==> src/rtl/imem_loader_if.sv <==
// Stream-in / memory-write bus of the instruction memory loader.
// The master side supplies the byte stream and observes the write port.
// The slave side (the loader) accepts bytes and drives the byte writes.
interface imem_loader_if #(
    parameter int ADDR_W = 32
);
    logic              in_valid;
    logic [7:0]        in_data;
    logic              in_ready;
    logic              wr_en;
    logic [ADDR_W-1:0] wr_addr;
    logic [7:0]        wr_data;

    modport master (
        output in_valid,
        output in_data,
        input  in_ready,
        input  wr_en,
        input  wr_addr,
        input  wr_data
    );

    modport slave (
        input  in_valid,
        input  in_data,
        output in_ready,
        output wr_en,
        output wr_addr,
        output wr_data
    );
endinterface

==> src/rtl/imem_loader.sv <==
// Instruction memory loader: receives a length-prefixed, XOR-checksummed
// byte stream and writes the payload bytes to consecutive addresses from 0.
// The CPU is held off until a session finishes with a matching checksum.
module imem_loader #(
    parameter int MEM_BYTES = 421,
    parameter int ADDR_W    = 32
) (
    input  logic             clk,
    input  logic             rst,
    input  logic             start,
    imem_loader_if.slave     bus,
    output logic             busy,
    output logic             done,
    output logic             error,
    output logic             cpu_hold,
    output logic [15:0]      byte_count
);

    typedef enum logic [2:0] {
        IDLE,
        LEN_HI,
        LEN_LO,
        PAYLOAD,
        CHECK,
        DONE,
        ERR
    } state_t;

    // Capacity widened by one bit so a 16-bit length compares without sign issues.
    localparam logic [16:0] MEM_LIMIT = 17'(MEM_BYTES);

    state_t            state_reg, state_next;
    logic [15:0]       len_reg, len_next;
    logic [7:0]        csum_reg, csum_next;
    logic [15:0]       count_reg, count_next;
    logic              wr_en_reg, wr_en_next;
    logic [ADDR_W-1:0] wr_addr_reg, wr_addr_next;
    logic [7:0]        wr_data_reg, wr_data_next;

    logic              session_active;
    logic              xfer;
    logic [15:0]       len_word;

    // Ready depends only on the registered state, never on in_valid.
    assign session_active = (state_reg == LEN_HI) || (state_reg == LEN_LO) ||
                            (state_reg == PAYLOAD) || (state_reg == CHECK);
    assign xfer           = bus.in_valid && session_active;
    assign len_word       = {len_reg[15:8], bus.in_data};

    assign bus.in_ready = session_active;
    assign bus.wr_en    = wr_en_reg;
    assign bus.wr_addr  = wr_addr_reg;
    assign bus.wr_data  = wr_data_reg;
    assign busy         = session_active;
    assign done         = (state_reg == DONE);
    assign error        = (state_reg == ERR);
    assign cpu_hold     = (state_reg != DONE);
    assign byte_count   = count_reg;

    // State and datapath registers; reset also cancels any pending write.
    always_ff @(posedge clk) begin
        if (rst) begin
            state_reg   <= IDLE;
            len_reg     <= 16'd0;
            csum_reg    <= 8'h00;
            count_reg   <= 16'd0;
            wr_en_reg   <= 1'b0;
            wr_addr_reg <= '0;
            wr_data_reg <= 8'h00;
        end else begin
            state_reg   <= state_next;
            len_reg     <= len_next;
            csum_reg    <= csum_next;
            count_reg   <= count_next;
            wr_en_reg   <= wr_en_next;
            wr_addr_reg <= wr_addr_next;
            wr_data_reg <= wr_data_next;
        end
    end

    // Next-state and datapath decode for the stream parser.
    always_comb begin
        state_next   = state_reg;
        len_next     = len_reg;
        csum_next    = csum_reg;
        count_next   = count_reg;
        wr_en_next   = 1'b0;
        wr_addr_next = wr_addr_reg;
        wr_data_next = wr_data_reg;

        case (state_reg)
            IDLE, DONE, ERR: begin
                // A new session may start from any non-busy state.
                if (start) begin
                    state_next = LEN_HI;
                    csum_next  = 8'h00;
                    count_next = 16'd0;
                end
            end
            LEN_HI: begin
                if (xfer) begin
                    len_next[15:8] = bus.in_data;
                    state_next     = LEN_LO;
                end
            end
            LEN_LO: begin
                if (xfer) begin
                    len_next = len_word;
                    if ({1'b0, len_word} > MEM_LIMIT) begin
                        state_next = ERR;
                    end else if (len_word == 16'd0) begin
                        state_next = CHECK;
                    end else begin
                        state_next = PAYLOAD;
                    end
                end
            end
            PAYLOAD: begin
                if (xfer) begin
                    csum_next    = csum_reg ^ bus.in_data;
                    count_next   = count_reg + 16'd1;
                    wr_en_next   = 1'b1;
                    wr_addr_next = ADDR_W'(count_reg);
                    wr_data_next = bus.in_data;
                    if (count_reg + 16'd1 == len_reg) begin
                        state_next = CHECK;
                    end
                end
            end
            CHECK: begin
                if (xfer) begin
                    state_next = (bus.in_data == csum_reg) ? DONE : ERR;
                end
            end
            default: begin
                state_next = IDLE;
            end
        endcase
    end

endmodule

==> src/flat_wrapper.sv <==
// flat-port wrapper written by rule: the top's interface ports become plain ports
module imem_loader_flat 
#(
    parameter int MEM_BYTES = 421,
    parameter int ADDR_W    = 32
)
  (clk, rst, start, busy, done, error, cpu_hold, byte_count, bus_in_valid, bus_in_data, bus_in_ready, bus_wr_en, bus_wr_addr, bus_wr_data);
  imem_loader_if #(.ADDR_W(ADDR_W)) bus_i ();
  input  logic clk;
  input  logic rst;
  input  logic start;
  output logic busy;
  output logic done;
  output logic error;
  output logic cpu_hold;
  output logic [15:0] byte_count;
  input wire logic [$bits(bus_i.in_valid)-1:0] bus_in_valid;
  input wire logic [$bits(bus_i.in_data)-1:0] bus_in_data;
  output wire logic [$bits(bus_i.in_ready)-1:0] bus_in_ready;
  output wire logic [$bits(bus_i.wr_en)-1:0] bus_wr_en;
  output wire logic [$bits(bus_i.wr_addr)-1:0] bus_wr_addr;
  output wire logic [$bits(bus_i.wr_data)-1:0] bus_wr_data;
  assign bus_i.in_valid = bus_in_valid;
  assign bus_i.in_data = bus_in_data;
  assign bus_in_ready = bus_i.in_ready;
  assign bus_wr_en = bus_i.wr_en;
  assign bus_wr_addr = bus_i.wr_addr;
  assign bus_wr_data = bus_i.wr_data;
  imem_loader #(.MEM_BYTES(MEM_BYTES), .ADDR_W(ADDR_W)) u_core (.clk(clk), .rst(rst), .start(start), .bus(bus_i), .busy(busy), .done(done), .error(error), .cpu_hold(cpu_hold), .byte_count(byte_count));
endmodule
==> config.mk <==
export PLATFORM = sky130hd
export DESIGN_NAME = imem_loader_flat
export DESIGN_NICKNAME = d
export VERILOG_FILES = /design/src/rtl/imem_loader_if.sv /design/src/rtl/imem_loader.sv /design/src/flat_wrapper.sv
export SDC_FILE = /design/constraint.sdc
export NUM_CORES = 1
export LEC_CHECK = 0
export ABC_AREA = 1
export BUFFER_PORTS_ARGS = -buffer_cell sky130_fd_sc_hd__buf_2
export CAP_MARGIN = 40
export CORE_MARGIN = 4
export CORE_UTILIZATION = 55
export CTS_CLUSTER_DIAMETER = 30
export CTS_CLUSTER_SIZE = 40
export DETAILED_ROUTE_END_ITERATION = 16
export GPL_TIMING_DRIVEN = 1
export HOLD_SLACK_MARGIN = 0.1
export MAX_ROUTING_LAYER = met4
export PLACE_DENSITY_LB_ADDON = 0.25
export SLEW_MARGIN = 15
export SYNTH_ARGS = -nofsm -noshare
export SYNTH_HDL_FRONTEND = slang
export SYNTH_SLANG_ARGS = --single-unit
==> constraint.sdc <==
create_clock -name clk -period 2.4 [get_ports clk]
set_input_delay 0.12 -clock clk [delete_from_list [all_inputs] [get_ports clk]]
set_output_delay 0.12 -clock clk [all_outputs]
set_load 0.01 [all_outputs]
* Yosys cells after proc, flatten, opt, wreduce, memory -nomap -nowiden
Cells that the tools add are included.
Widths: inputs -> output; s select.
** Word-level totals
- Register bits :: 68
- Bits of input ports :: 12
- Output and inout bits :: 62
- Word-level logic and storage cells :: 61
** Operators by class
- $add $sub $neg :: 1
- $lt $le $gt $ge :: 1
- Eq/ne operators :: 15
- Muxes and demuxes :: 19
- Bitwise operators :: 3
- Reductions and logical operators :: 14
** Operators with widths (number)
- $mux 16 :: 2
- $pmux 16 s2 :: 1
- $pmux 8 s2 :: 2
- $mux 3 :: 8
- $mux 8 :: 3
- $add 16x1->16 const B :: 1
- $eq 16x16->1 :: 1
- $gt 16x9->1 const B :: 1
- $logic_not 16->1 :: 1
- $pmux 3 s5 :: 1
- $eq 3x3->1 const B :: 3
- $eq 8x8->1 :: 1
- $ne 2x1->1 const B :: 4
- $xor 8x8->8 :: 1
- $eq 3x2->1 const B :: 2
- $reduce_and 3->1 :: 2
- $reduce_and 6->1 :: 1
- $ne 2x2->1 const B :: 2
- $reduce_and 2->1 :: 2
- $eq 3x1->1 const B :: 1
- $logic_not 3->1 :: 1
- $logic_or 1x1->1 :: 3
- $ne 3x3->1 const B :: 1
- $reduce_or 3->1 :: 1
- other kinds (6) :: 7

* Logic depth before layout (Yosys ltp)
- Depth in word-level cells :: 7
- Depth in mapped cells :: 17
- Mapped depth without buffers :: 16

* Least setup slack after synthesis
No wires, ideal clock.
- Path kind :: register to register
- Start point :: register u_core.count_reg[0], in the netlist u_core.byte_count[0]
- End point :: register u_core.state_reg[0]
- Setup time :: 0.113 ns
- Arrival time :: 1.791 ns
- Data required time :: 2.287 ns
- Path slack :: 0.496 ns
- Cell stages (with the launch flop) :: 15
- Buffers on the path :: 0
- Period minus slack after synthesis :: 1.904 ns
- Cells stage by stage :: dfxtp_1 > ha_1 > nand3_1 > o21ai_1 > nand2_1 > nand2_1 > nand2_1 > nor2_1 > nand2_1 > nor2_1 > nand3_1 > nand2_2 > nand2_2 > nor2_1 > nor2_1
** On the way
- Cells in the longest elaborated chain, start to end :: 4
** Ends and longest elaborated chain
- start: declaration :: line imem_loader.sv:35 : logic [15:0] count_reg, count_next;
- start signal: assignment :: line imem_loader.sv:74 : count_reg <= count_next;
- $add 16x1->16 :: line imem_loader.sv:125 : if (count_reg + 16'd1 == len_reg) begin
- $eq 16x16->1 :: line imem_loader.sv:125
- $ne 2x2->1 (no line)
- $reduce_and 6->1 (no line)
- end signal: assignment :: line imem_loader.sv:71 : state_reg <= state_next;
- end: declaration :: line imem_loader.sv:32 : state_t state_reg, state_next;
No other way between the ends.
A chain may end at the register's enable or synchronous reset.

* Final worst setup path
- Start point :: register u_core.count_reg[1], in the netlist u_core.byte_count[1]
- End point :: register u_core.state_reg[0]
The elaborated chain is that of the path after synthesis.

==> impl_summary.log <==
[metrics] DR vias: 3462
[metrics] number of instances resized during post-cts repair: 0
[metrics] horizontal die dimension: 87.9 um
[metrics] number of hold violations in the final report: 0
[metrics] clk_skew: 0.0101 ns
[metrics] crit path time final: 2.18 ns
[metrics] cell leakage power: 1.87 nW
[metrics] CP startpoint kind: register
[metrics] post-synthesis compound-gate area fraction: 18.5%
[metrics] initial detailed-routing violation count: 264
[metrics] P&R area growth vs syn: 14.6%
[metrics] pins over their slew limit: 0
[metrics] RSZ-0062 raised after global routing: no
[metrics] cell types with the largest area share after synthesis: sky130_fd_sc_hd__dfxtp_1 (39%), sky130_fd_sc_hd__nand2_1 (10%), sky130_fd_sc_hd__a21oi_1 (8.0%)
[metrics] hold depth: 4
[metrics] endpoint of the most critical register-to-register path: u_core.state_reg[0]$_SDFFE_PP0P_
[metrics] remaining design rule violation count: 0
[metrics] average wire per standard cell: 14.3 um
[metrics] first-pass GRT wire length: 15.0 mm
[metrics] share of synthesized area occupied by flip-flops and latches: 38.8%
[metrics] Max VDD drop: 0.000633 V
[metrics] adder-cell area share of the yosys netlist: 0.356%
[metrics] total power of the final layout: 4.38 mW
[metrics] slowest stage cell on the critical path: sky130_fd_sc_hd__dfxtp_1
[metrics] synthesized instance count: 506
[metrics] Cell variety after synth: 35
[metrics] post-synthesis mux area share: 0%
[metrics] effective utilization at floorplan: 57.9%
[metrics] worst slack at placement: 0.277 ns
[metrics] remaining antenna violation count: 0
[metrics] largest stage delay on the critical path: 0.44 ns
[metrics] Routed Wire Length: 9.15 mm
[metrics] Setup CP Type: reg2reg
[metrics] antenna violations before repair: 0
[metrics] total clock buffers created by CTS: 9
[metrics] ordered cell list for the critical path: ha_1, nand3_1, o21ai_1, nand2_1, nand2_1, nand2_1, nor2_1, nand2_1, nor2_1, nand3_1, nand2_2, nand2_2, nand2_1, nand2_1, nor2_1
[metrics] number of setup violations in the final report: 0
[metrics] area fraction in and, or, nand and nor cells after synthesis: 26.6%
[metrics] Via density: 5.41
[metrics] most frequent cell on the critical path: sky130_fd_sc_hd__nand2_1
[metrics] clock latency of the later-clocked register in the worst-skew pair: 0.35 ns
[metrics] IO buf count: 57
[metrics] maximum number of pins on one net before global-route repair: 47
[metrics] setup TNS after final layout: 0 ns
[metrics] hold bufs inserted after CTS: 0
[metrics] root buffer cell: sky130_fd_sc_hd__clkbuf_8
[metrics] Max Fclk: 459 MHz
[metrics] Rows: 28
[metrics] largest fanout on the critical path: 6
[metrics] min setup slack post-route: 0.221 ns
[metrics] post-synthesis instance area: 3510 sq um
[metrics] main combinational cell family by area after synthesis: simple AND/OR/NAND/NOR gates
[metrics] global-route usage over all layers: 25.5%
[metrics] source of the worst hold timing path: bus_in_data[3]
[metrics] count of buffering cells on the critical path with inverters included: 0
[metrics] CTS H-tree depth: 3
[metrics] CP Data Arrival Time: 2.47 ns
[metrics] Hold Path Sink: u_core.csum_reg[3]$_SDFFE_PP0P_
[metrics] detailed-router iteration count before antenna repair: 6
[metrics] RePlAce Congestion: 0.981
[metrics] crit-path leading delay family: simple AND/OR/NAND/NOR gates
[metrics] flop-to-flop setup slack: 0.22 ns
[metrics] maximum number of buffers from clock root to sink: 2
[metrics] antenna cells: 0
[metrics] Mean Syn Cell Area: 6.94 sq um
[metrics] via count of the first global-routing pass: 3115
[metrics] cell count of the worst reg-to-reg path: 15
[metrics] sinks on the clock net: 68
[metrics] overall die area: 7730 sq um
[metrics] share of layout cells above drive strength 1: 17.5%
[metrics] launch instance of the worst register-to-register path: u_core.byte_count[1]$_SDFFE_PP0P_
[metrics] max-capacitance violation count: 0
[metrics] Yosys top cell by area: sky130_fd_sc_hd__dfxtp_1
[metrics] Post-CTS Setup Bufs: 0
[metrics] post-route fraction of the period consumed by the critical path: 90.8%
[metrics] share of Yosys cell area claimed by the top area cell type: 38.8%
[metrics] sum of overflow across all layers after global routing: 0
[metrics] Core Footprint: 6060 sq um
[metrics] CP endpoint kind: register
[metrics] half-perimeter wire length after detailed placement: 6.51 mm
[metrics] clock transition time at the flip-flop clock pins of the worst setup and hold paths: 0.08 ns
[metrics] worst min-delay path class: in2reg
[metrics] Synth Area in XOR/XNOR: 3.74%
[metrics] power per unit of standard cell area: 1090 nW/um^2
[metrics] Seq cells post-synth: 68
[metrics] height of the chip: 87.9 um
[metrics] Final nets: 573
[metrics] data required time at the worst endpoint: 2.69 ns
[metrics] I/O pin count: 74
[metrics] Synth Warn #: 0
[metrics] run status: complete, no violations
[metrics] CTS tree: done
==> placed cells by master, fill, tap and decap left out, drive strengths merged, types with 6 or more instances in the layout <==
master,instances
inv,52
a21oi,56
buf,66
conb,16
a211oi,6
clkbuf,11
dfxtp,68
o21ai,50
xor2,12
nand3,39
nand2,99
nor2,55
==> worst reg2reg max path, delay by kind of cell (launching register included) <==
family | cells | cell delay (ns)
AOI/OAI and AO/OA | 1 | 0.25
DFF | 1 | 0.44
adders and majority gates | 1 | 0.25
and+or+nand+nor | 13 | 1.17
==> worst max path at each step <==
stage / slack [ns] / cells after the start / to / start
2_1_floorplan: 0.50 / 14 / u_core.state_reg[0]$_SDFFE_PP0P_ / u_core.byte_count[0]$_SDFFE_PP0P_
3_3_place_gp: 0.27 / 14 / u_core.state_reg[0]$_SDFFE_PP0P_ / u_core.byte_count[1]$_SDFFE_PP0P_
3_5_place_dp: 0.28 / 14 / u_core.state_reg[0]$_SDFFE_PP0P_ / u_core.byte_count[1]$_SDFFE_PP0P_
4_1_cts: 0.25 / 15 / u_core.state_reg[1]$_SDFFE_PP0P_ / u_core.byte_count[1]$_SDFFE_PP0P_
5_1_grt: 0.001 / 10 / u_core.byte_count[2]$_SDFFE_PP0P_ / u_core.state_reg[0]$_SDFFE_PP0P_
6_report: 0.22 / 15 / u_core.state_reg[0]$_SDFFE_PP0P_ / u_core.byte_count[1]$_SDFFE_PP0P_
==> per-layer routing <==
metal | track usage [%] | share of wire [%] | up-vias
li1 | - | - | 1732
met1 | 32.7 | 44 | 1541
met2 | 40.8 | 46 | 169
met3 | 3.67 | 7.7 | 20
met4 | 9.07 | 1.9 | 0
met5 | - | 0 | -
==> cells by family after synthesis <==
| kind of cell | Yosys count |
|---|---|
| simple gates | 210 |
| other cells | 1 |
| xor+xnor | 15 |
| compound gates | 121 |
| fa+ha+maj | 1 |
| buf+inv | 90 |
| flops | 68 |
==> area by class of cell <==
class,count,area (sq um)
inverter,52,195
timing repair buffer,66,353
clock buffer,11,151
fill,562,2030
multi-input combinational,363,1790
sequential,68,1360
clock inverter,5,83.8
tap,75,93.8
==> stage by stage <==
step	utilization (%)	hold WS (ns)	cells	cell area, sq um
final	66.4	0.121	640	4030
after global routing	66.4	0.157	640	4030
after CTS	66.4	0.122	640	4030
after detailed placement	62.6	0.454	624	3790
after global placement	62.6	0.448	624	3790
after floorplan	-	0.198	521	3570
==> Yosys cell counts, drive strengths merged <==
cell	n
or2	1
xor2	12
nand3	39
o21bai	1
o211a	1
nor2	55
nor4	2
clkbuf	11
o31ai	1
inv	52
o21ai	50
buf	27
a211oi	6
a31oi	4
a21oi	56
nand4	5
a21o	1
nand2	99
o21a	1
xnor2	3
nor3	4
ha	1
conb	1
nand3b	5
dfxtp	68
==> report_power, final <==
| group | switching [mW] | internal (mW) |
|---|---|---|
| Sequential | 0.252 | 1.35 |
| Combinational | 1.08 | 0.590 |
| Clock | 0.464 | 0.643 |
Note: power is estimated with default switching activity, not from simulation.
